$ cat src/rtl/vga_timing_gen.sv
// Parametrised VESA-style timing generator: counters, sync/blank decode and frame/line strobes.
// Optional frame counter output is built only when VGA_TIMING_FRAME_CNT_EN is defined.
module vga_timing_gen #(
    parameter int CNT_W    = 11,
    parameter int H_ACTIVE = 1024,
    parameter int H_FP     = 24,
    parameter int H_SYNC   = 136,
    parameter int H_BP     = 160,
    parameter int V_ACTIVE = 768,
    parameter int V_FP     = 3,
    parameter int V_SYNC   = 6,
    parameter int V_BP     = 29,
    parameter bit H_POL    = 1'b0,
    parameter bit V_POL    = 1'b0
) (
    input  logic             pclk,
    input  logic             rst,
    input  logic             ce,
    output logic [CNT_W-1:0] hcount,
    output logic [CNT_W-1:0] vcount,
    output logic             hsync,
    output logic             vsync,
    output logic             hblnk,
    output logic             vblnk,
    output logic             sof,
    output logic             eol
`ifdef VGA_TIMING_FRAME_CNT_EN
    ,
    output logic [15:0]      frame_cnt
`endif
);

    localparam int H_TOTAL = H_ACTIVE + H_FP + H_SYNC + H_BP;
    localparam int V_TOTAL = V_ACTIVE + V_FP + V_SYNC + V_BP;

    if (H_TOTAL > (1 << CNT_W)) begin : g_h_total_too_big
        $error("vga_timing_gen: H_TOTAL does not fit in CNT_W bits");
    end
    if (V_TOTAL > (1 << CNT_W)) begin : g_v_total_too_big
        $error("vga_timing_gen: V_TOTAL does not fit in CNT_W bits");
    end

    // Decode limits carry one extra bit so a total of exactly 2^CNT_W cannot alias to 0.
    localparam logic [CNT_W:0]   H_BLANK_START = (CNT_W+1)'(H_ACTIVE);
    localparam logic [CNT_W:0]   H_SYNC_START  = (CNT_W+1)'(H_ACTIVE + H_FP);
    localparam logic [CNT_W:0]   H_SYNC_END    = (CNT_W+1)'(H_ACTIVE + H_FP + H_SYNC);
    localparam logic [CNT_W:0]   V_BLANK_START = (CNT_W+1)'(V_ACTIVE);
    localparam logic [CNT_W:0]   V_SYNC_START  = (CNT_W+1)'(V_ACTIVE + V_FP);
    localparam logic [CNT_W:0]   V_SYNC_END    = (CNT_W+1)'(V_ACTIVE + V_FP + V_SYNC);
    localparam logic [CNT_W-1:0] H_LAST        = CNT_W'(H_TOTAL - 1);
    localparam logic [CNT_W-1:0] V_LAST        = CNT_W'(V_TOTAL - 1);

    logic             h_wrap;
    logic             v_wrap;
    logic [CNT_W-1:0] next_h;
    logic [CNT_W-1:0] next_v;
    logic [CNT_W:0]   next_h_x;
    logic [CNT_W:0]   next_v_x;

    always_comb begin
        h_wrap   = (hcount == H_LAST);
        v_wrap   = (vcount == V_LAST);
        next_h   = h_wrap ? '0 : hcount + CNT_W'(1);
        next_v   = vcount;
        if (h_wrap) begin
            next_v = v_wrap ? '0 : vcount + CNT_W'(1);
        end
        next_h_x = {1'b0, next_h};
        next_v_x = {1'b0, next_v};
    end

    // Outputs are decoded from the next counter values so count and decode land together.
    always_ff @(posedge pclk or negedge rst) begin
        if (!rst) begin
            hcount <= '0;
            vcount <= '0;
            hblnk  <= 1'b0;
            vblnk  <= 1'b0;
            hsync  <= ~H_POL;
            vsync  <= ~V_POL;
            sof    <= 1'b0;
            eol    <= 1'b0;
        end else if (ce) begin
            hcount <= next_h;
            vcount <= next_v;
            hblnk  <= (next_h_x >= H_BLANK_START);
            vblnk  <= (next_v_x >= V_BLANK_START);
            hsync  <= ((next_h_x >= H_SYNC_START) && (next_h_x < H_SYNC_END)) ? H_POL : ~H_POL;
            vsync  <= ((next_v_x >= V_SYNC_START) && (next_v_x < V_SYNC_END)) ? V_POL : ~V_POL;
            sof    <= h_wrap & v_wrap;
            eol    <= (next_h == H_LAST);
        end else begin
            sof    <= 1'b0;
            eol    <= 1'b0;
        end
    end

`ifdef VGA_TIMING_FRAME_CNT_EN
    // Steps on the same edge that raises sof, so the new frame number appears with the strobe.
    always_ff @(posedge pclk or negedge rst) begin
        if (!rst) begin
            frame_cnt <= '0;
        end else if (ce && h_wrap && v_wrap) begin
            frame_cnt <= frame_cnt + 16'd1;
        end
    end
`endif

endmodule

$ cat config.mk
export PLATFORM = sky130hd
export DESIGN_NAME = vga_timing_gen
export DESIGN_NICKNAME = d
export VERILOG_FILES = /design/src/rtl/vga_timing_gen.sv
export SDC_FILE = /design/constraint.sdc
export NUM_CORES = 1
export LEC_CHECK = 0
export CAP_MARGIN = 10
export CORE_AREA = 2 2 64 66
export DETAILED_ROUTE_END_ITERATION = 12
export DIE_AREA = 0 0 66 68
export HOLD_SLACK_MARGIN = 0.15
export PLACE_DENSITY_LB_ADDON = 0.12
export SLEW_MARGIN = 20
export SYNTH_ARGS = -nofsm -noshare
export SYNTH_HDL_FRONTEND = slang
export SYNTH_SLANG_ARGS = --single-unit
$ cat constraint.sdc
create_clock -name pclk -period 4.98 [get_ports pclk]
set_input_delay 0.996 -clock pclk [delete_from_list [all_inputs] [get_ports pclk]]
set_output_delay 0.996 -clock pclk [all_outputs]
set_load 0.1 [all_outputs]
# Word-level counts from Yosys, hierarchy flattened
# Cells that the tools add are included.
# word_totals
wordCells	29
regBits	28
# op_classes
add_sub_neg	2
n_reduce_logical	2
bitwise	1
magnitude_cmp	6
mux	7
eq_ne	3
# ops
cell	n
$mux W11	3
$add A11 B1 Y11 const B	2
$eq A11 B11 Y1 const B	2
$ge A11 B10 Y1 const B	2
$ge A11 B11 Y1 const B	2
$eq A11 B10 Y1 const B	1
$lt A11 B10 Y1 const B	1
$lt A11 B11 Y1 const B	1
$mux W1	4
$logic_and A1 B1 Y1	2
$and A1 B1 Y1	1

# Longest topological paths before layout
# Gate-level depths: netlist of the first run.
# logic_depth
depth_word	6
depth_mapped	9

# Least setup slack after synthesis of the first run
# Ideal clock, no wire load.
# synth_timing
path_type	flip-flop to flip-flop
start	register hcount[1]
end	register eol
path_buffers	0
slack_ns	2.246
t_arrival_ns	2.640
synth_period_minus_slack_ns	2.734
path_stages_with_launch	8
cell_sequence	dfrtp_1 -> ha_1 -> and2_2 -> nand3_1 -> xor2_1 -> or3b_1 -> a21oi_2 -> nor4b_4
# synth_via
elab_chain_len	4
word_cells_on_any_way	5
cone_classes	add/sub: 1; eq/ne: 2; mux: 2
# synth_rtl
item	line_no	rtl
start, declared	19	output logic [CNT_W-1:0] hcount,
start signal, assigned	84	hcount <= next_h;
$add A11 B1 Y11 or $eq A11 B11 Y1 (tied branches)	63, 61	
$mux W11 (*)	63	next_h = h_wrap ? '0 : hcount + CNT_W'(1);
$eq A11 B11 Y1 (*)	91	eol <= (next_h == H_LAST);
$mux W1 (*)	83	end else if (ce) begin
end signal, assigned	91	
end, declared	26	output logic eol
# Every way passes the cells marked *; elsewhere a longest branch is shown, timed or not.
# A chain may end at the register's enable or synchronous reset.

# Worst setup path in the final report of the first run
# layout_timing
start	register vcount[6]
end	output port vcount[6]
# layout_lines
item	line_no	rtl
start, declared	20	output logic [CNT_W-1:0] vcount,
start signal, assigned	85	vcount <= next_v;
# No word-level cell between the ends.

==> metrics.md, run 1 <==
| Metric | Value |
|---|---|
| Worst Slack Setup Final | 1.93 ns |
| # IOs | 31 |
| CTS sink cnt | 27 |
| CORE AREA | 3860 um^2 |
| Period utilization | 0.613 |
| Root Driver | clkbuf_8 |
| Die area | 4490 um^2 |
| Share of layout cells above drive strength 1 | 0.106 |
| CTS max path bufs | 2 |
| Largest net degree at the start of global routing | 28 |
| Post-Syn Area | 1840 um^2 |
| Die W | approximately 66 um |
| Routed WL | ~4.3 mm |
| First-pass GRT wire length | 6.94 mm |
| Ys async rst share | 1.00 |
| Post_cts resized | 0 |
| Synth Area in XOR/XNOR | 0.0476 |
| Pin slew with the least headroom to its limit | 0.975 ns |
| Setup CP Type | reg2out |
| Final Max Tran Viols | 0 |
| DR pass1 iterations | 4 |
| Initial drt markers | 89 |
| Grt ovf | 0 |
| Max VDD drop | 0.000211 V |
| FF+latch area | 678 um^2 |
| Antenna fix cells | 0 |
| Netlist cell types | 54 |
| Post-Syn Instances | 202 |
| WP data arrival | 2.06 ns |
| Area of the multi-input gates | 1080 um^2 |
| Initial antenna violation count | 0 |
| FMAX | 328 MHz |
| Drc violations | 0 |
| Placer Congestion | 0.881 |
| Final Power | 773 uW |
| Cts bufs inserted | 3 |
| Global Route Usage Sum | 0.202 |
| Status | finished, final reports clean |
| Post-layout util | 0.568 |
| Max_slew headroom | 0.348 |
| Post-synthesis simple-gate area fraction | 0.320 |
| Crit-path cells | clkdlybuf4s50_1 |
| Max_cap viols | 0 |
| WP buf/inv | 1 |
| Port Buffers | 30 |
| Post-synth EDFFs | 0 |
| Final TNS setup | 0 ns |
| CP top delay family | buffers and inverters |
| CTS tree | done |
| RSZ-0062 raised after global routing | no |
| Vias in the first global route | 1443 |
| Sequential share of the synthesized area | 0.368 |
| Fin crit period | between 3 and 4 ns |
| Finished Layout Cells | 276 |
| Cells after DPL | 272 |
| Pwr dens | 353 nW/um^2 |
| Avg Cell Area, Syn | 9.12 um^2 |
| Nets@finish | 234 |
| Setup crit start kind | register |
| Fillers | 371 |
| H-tree depth | 1 |
| CP required | 3.98 ns |
| Vias | about 1.6k |
| Leak pwr | 0.000843 uW |
| CTS Hold Bufs | 0 |
| Skew final | 0.0111 ns |
| Area Overhead vs Synth | 19.0% |
| Post-synthesis adder-cell area fraction | 0.0272 |
| Post-DRT Antenna Nets | 0 |
| Post-synthesis compound-gate area fraction | 0.146 |
| Row count | 23 |
| Yosys Warn Count | 0 |
| HP Class | reg2reg |
| Worst-path fanout max | 8 |
| Clock transition at the registers of the reported paths | 0.10 ns |
| Mux share of post-synthesis cell area | 0.0469 |
| Worst-Skew Late Latency | about 0.27 ns |
| Height of the die | 68 um |
| Crit path capture type | primary output |
| Largest family of logic cells by synthesized area | simple AND/OR/NAND/NOR gates |
| Pre-CTS WS | roughly 1.9 ns |
| Slowest-stage cell, CP | clkdlybuf4s50_1 |
| Vias per inst | 5.79 |
| WL per Instance | between 15 and 20 um |
| Top FF cell, synth | dfrtp_1 |
| Final setup violation count | 0 |
| Slowest stage delay, CP | 1.21 ns |
| Synthesized Nets | ~210 |
| Hold Vio Cnt, Final | 0 |
| Synthesis-stage register bit count | 27 |
| Postcts setup bufs | 0 |
| Initial Util | 0.478 |
| DP HPWL | 3.19 mm |
cell usage in the layout, fill, tap and decap left out, drive strengths merged, types with 5 or more instances in the layout:
| master | count |
|---|---|
| clkdlybuf4s50 | 30 |
| dfrtp | 25 |
| nor2 | 19 |
| nand2 | 15 |
| a21oi | 14 |
| o21ai | 14 |
| nand3 | 13 |
| and2 | 8 |
| nor3 | 7 |
| xnor2 | 6 |
| nand3b | 5 |
| mux2 | 5 |
| and3 | 5 |
final cells by class:
type | instances | share of cell area
clock buffer | 4 | 0.0206
inverter | 4 | 0.00685
multi-input combinational | 160 | 0.494
sequential | 27 | 0.310
tap | 50 | 0.0286
timing repair buffer | 31 | 0.140
kinds of logic after synthesis:
logic type,Yosys count
AOI/OAI and AO/OA,44
xor gates and xnor gates,10
adders and majority gates,4
buffers and inverters,15
DFF,27
muxes,8
and+or+nand+nor,94
path summary, 6_finish.rpt:
kind / from / end / slack [ns] / cells after the start
worst max-delay path: vcount[6]$_DFFE_PN0P_ / vcount[6] / 1.93 / 1
worst min-delay path: vsync$_DFFE_PN1P_ / vsync$_DFFE_PN1P_ / 0.51 / 2
worst max register to register: vcount[0]$_DFFE_PN0P_ / vsync$_DFFE_PN1P_ / 2.61 / 7
worst min register to register: vsync$_DFFE_PN1P_ / vsync$_DFFE_PN1P_ / 0.51 / 2
max in group asynchronous: rst / vsync$_DFFE_PN1P_ / 3.59 / 2
min in group asynchronous: rst / eol$_DFF_PN0_ / 1.09 / 2
metal layers:
metal  vias to the layer above  GRT usage  share of wire
li1                        782          -              -
met1                       778      0.252           0.44
met2                        33      0.367           0.52
met3                         6     0.0263          0.033
met4                         0     0.0587          0.010
met5                         -          0              0
stage by stage:
step / cell area (um^2) / hold WS, ns
2_1_floorplan: 1840 / 0.700
3_3_place_gp: 2150 / 0.482
4_1_cts: 2190 / 0.508
6_report: 2190 / 0.506
3_5_place_dp: 2150 / 0.494
5_1_grt: 2190 / 0.534
sequential cells by signal, indices dropped and copies added (netlist names):
| name | flops |
|---|---|
| hcount | 11 |
| vcount | 11 |
| eol | 1 |
| hsync | 1 |
| sof | 1 |
| vblnk | 1 |
| vsync | 1 |
cells in the mapped netlist, types with 3 or more instances:
cell | number | area (um^2)
inv_1 | 4 | 15.0
buf_2 | 5 | 25.0
clkbuf_1 | 3 | 11.3
nor2_1 | 19 | 71.3
ha_1 | 4 | 50.1
and4_1 | 3 | 26.3
or3_1 | 3 | 18.8
and3_1 | 3 | 18.8
a31oi_1 | 4 | 25.0
xor2_1 | 4 | 35.0
dfrtp_1 | 25 | 626
o31ai_1 | 3 | 22.5
mux2i_1 | 3 | 30.0
nand4_1 | 3 | 18.8
nand3b_1 | 5 | 37.5
nand2_1 | 15 | 56.3
a21oi_1 | 13 | 65.1
mux2_2 | 4 | 45.0
and2_1 | 5 | 31.3
o21ai_1 | 3 | 15.0
nand3_1 | 12 | 60.1
nor3_1 | 6 | 30.0
xnor2_1 | 6 | 52.6
o21ai_0 | 11 | 55.1
power by group:
group | internal, uW | total, uW | leakage, uW | switching [uW]
sequential | 243 | 294 | 0.000333 | 50.7
clock | 57.4 | 128 | 0.0000228 | 70.4
combinational | 96.0 | 351 | 0.000488 | 255
total | 397 | 773 | 0.000843 | 376
Note: power is estimated with default switching activity, not from simulation.
==> inputs of run 2 (changes only) <==
--- a/config.mk
+++ b/config.mk
@@ -6,9 +6,9 @@
 export NUM_CORES = 1
 export LEC_CHECK = 0
 export CAP_MARGIN = 10
-export CORE_AREA = 2 2 64 66
+export CORE_AREA = 2 2 65 67
 export DETAILED_ROUTE_END_ITERATION = 12
-export DIE_AREA = 0 0 66 68
+export DIE_AREA = 0 0 67 69
 export HOLD_SLACK_MARGIN = 0.15
 export PLACE_DENSITY_LB_ADDON = 0.12
 export SLEW_MARGIN = 20
==> constraint.sdc (replaced) <==
create_clock -name pclk -period 2.7 [get_ports pclk]
set_input_delay 0.54 -clock pclk [delete_from_list [all_inputs] [get_ports pclk]]
set_output_delay 0.54 -clock pclk [all_outputs]
set_load 0.1 [all_outputs]
==> metrics.md, run 2 (synthesized netlist as in run 1, its figures left out) <==
| Metric | Value |
|---|---|
| Status | finished, final reports clean |
| Grt ovf | 0 |
| Worst r2r src | hcount[0]$_DFFE_PN0P_ |
| Hold path start | vsync$_DFFE_PN1P_ |
| Most used cell, CP | a31oi_1 |
| Pwr dens | 664 nW/um^2 |
| Skew final | 0.00234 ns |
| Vias | 1649 |
| Antenna fix cells | 0 |
| Clock transition at the registers of the reported paths | 0.10 ns |
| Area Overhead vs Synth | 16.9% |
| Initial Util | 0.471 |
| Vias in the first global route | 1603 |
| Worst-path fanout max | 14 |
| Hold Vio Cnt, Final | 0 |
| # IOs | 31 |
| DR pass1 iterations | 4 |
| Nets@finish | 238 |
| WP data arrival | 2.48 ns |
| Largest net degree at the start of global routing | 28 |
| CORE AREA | 3910 um^2 |
| Setup CP Type | reg2reg |
| Postcts setup bufs | 0 |
| CTS Hold Bufs | 0 |
| Max_slew headroom | 0.673 |
| FMAX | around 440 MHz |
| Port Buffers | 30 |
| Crit-path cells | ha_1, and2_2, nand4_4, or4_4, and2_4, a31oi_1, a31oi_1 |
| HP Class | reg2reg |
| Height of the die | 69 um |
| Share of layout cells above drive strength 1 | 0.252 |
| Setup crit start kind | register |
| Post_cts resized | 0 |
| Period utilization | 0.840 |
| Row count | 23 |
| Root Driver | clkbuf_8 |
| Slowest-stage cell, CP | or4_4 |
| Final setup violation count | 0 |
| Crit path launch | hcount[0]$_DFFE_PN0P_ |
| Placer Congestion | 0.911 |
| CTS tree | done |
| Leak pwr | 0.000896 uW |
| Most frequent cells in the layout | 33 x buf_4, 23 x dfrtp_1, 19 x nor2_1 |
| Vias per inst | roughly 5.9 |
| Final Max Tran Viols | 0 |
| Most common cell after layout, fill and taps aside | buf_4 |
| H-tree depth | 1 |
| Crit path capture type | register |
| CTS max path bufs | 2 |
| Die W | 67 um |
| Fin crit period | 2.27 ns |
| Die area | 4620 um^2 |
| DP HPWL | approximately 3.4 mm |
| CTS sink cnt | 27 |
| Post-DRT Antenna Nets | 0 |
| Initial antenna violation count | 0 |
| Final Power | between 1000 and 1500 uW |
| Max_cap viols | 0 |
| Post-layout util | 0.550 |
| Drc violations | 0 |
| CP required | 2.91 ns |
| Global Route Usage Sum | 0.211 |
| Cts bufs inserted | 3 |
| First-pass GRT wire length | 7.67 mm |
| Largest regs | hcount: 11 flops, vcount: 11 flops |
| WL per Instance | approximately 16 um |
| Initial drt markers | 86 |
| RSZ-0062 raised after global routing | no |
| Worst-Skew Late Latency | 0.28 ns |
| Routed WL | 4.62 mm |
| Max VDD drop | between 0.0004 and 0.0005 V |
| Fillers | 378 |
| Pin slew with the least headroom to its limit | 0.489 ns |
| Slowest stage delay, CP | 0.58 ns |
| Final TNS setup | 0 ns |
[run 2: layer usage]
metal	vias up	wire length (um)	track usage
li1	794	-	-
met1	805	2030	0.282
met2	45	2350	0.360
met3	5	182	0.0196
met4	0	53	0.0544
met5	-	0	0
[run 2: per-stage QoR]
step / instance area [um^2] / hold WS, ns / worst slack [ns] / cells
2_1_floorplan: 1840 / 0.244 / -0.00194 / 202
3_3_place_gp: 2110 / 0.490 / 0.463 / 276
3_5_place_dp: 2110 / 0.490 / 0.441 / 276
4_1_cts: 2150 / 0.504 / 0.433 / 280
5_1_grt: 2150 / 0.524 / 0.300 / 280
6_report: 2150 / 0.502 / 0.432 / 280
[run 2: report_power, final]
group          internal, uW  switching (uW)  total, uW
Sequential              450            85.1        535
Clock                   106             137        243
Combinational           169             484        653
[run 2: path summary, 6_finish.rpt]
check | end | slack, ns | cells after the start
hold / removal | vsync$_DFFE_PN1P_ | 0.50 | 2
min in group asynchronous | hcount[5]$_DFFE_PN0P_ | 0.64 | 2
hold reg to reg | vsync$_DFFE_PN1P_ | 0.50 | 2
setup reg to reg | vsync$_DFFE_PN1P_ | 0.43 | 7
setup / recovery | vsync$_DFFE_PN1P_ | 0.43 | 7
max in group asynchronous | vsync$_DFFE_PN1P_ | 1.76 | 2
[run 2: cell type report]
cell class	instances	area, um^2	share of cell area
Multi-Input combinational cell	160	1080	0.503
Tap cell	50	62.6	0.0291
Clock buffer	4	45.0	0.0209
Inverter	4	15.0	0.00697
Timing Repair Buffer	35	268	0.124
Sequential cell	27	681	0.316
[run 2: critical path, delay by kind of cell (launching register included)]
kind | cells | cell delay (ns)
flip-flops | 1 | 0.46
AO/OA/AOI/OAI | 2 | 0.25
adder cells (fa/ha/maj) | 1 | 0.26
AND/OR/NAND/NOR | 4 | 1.23
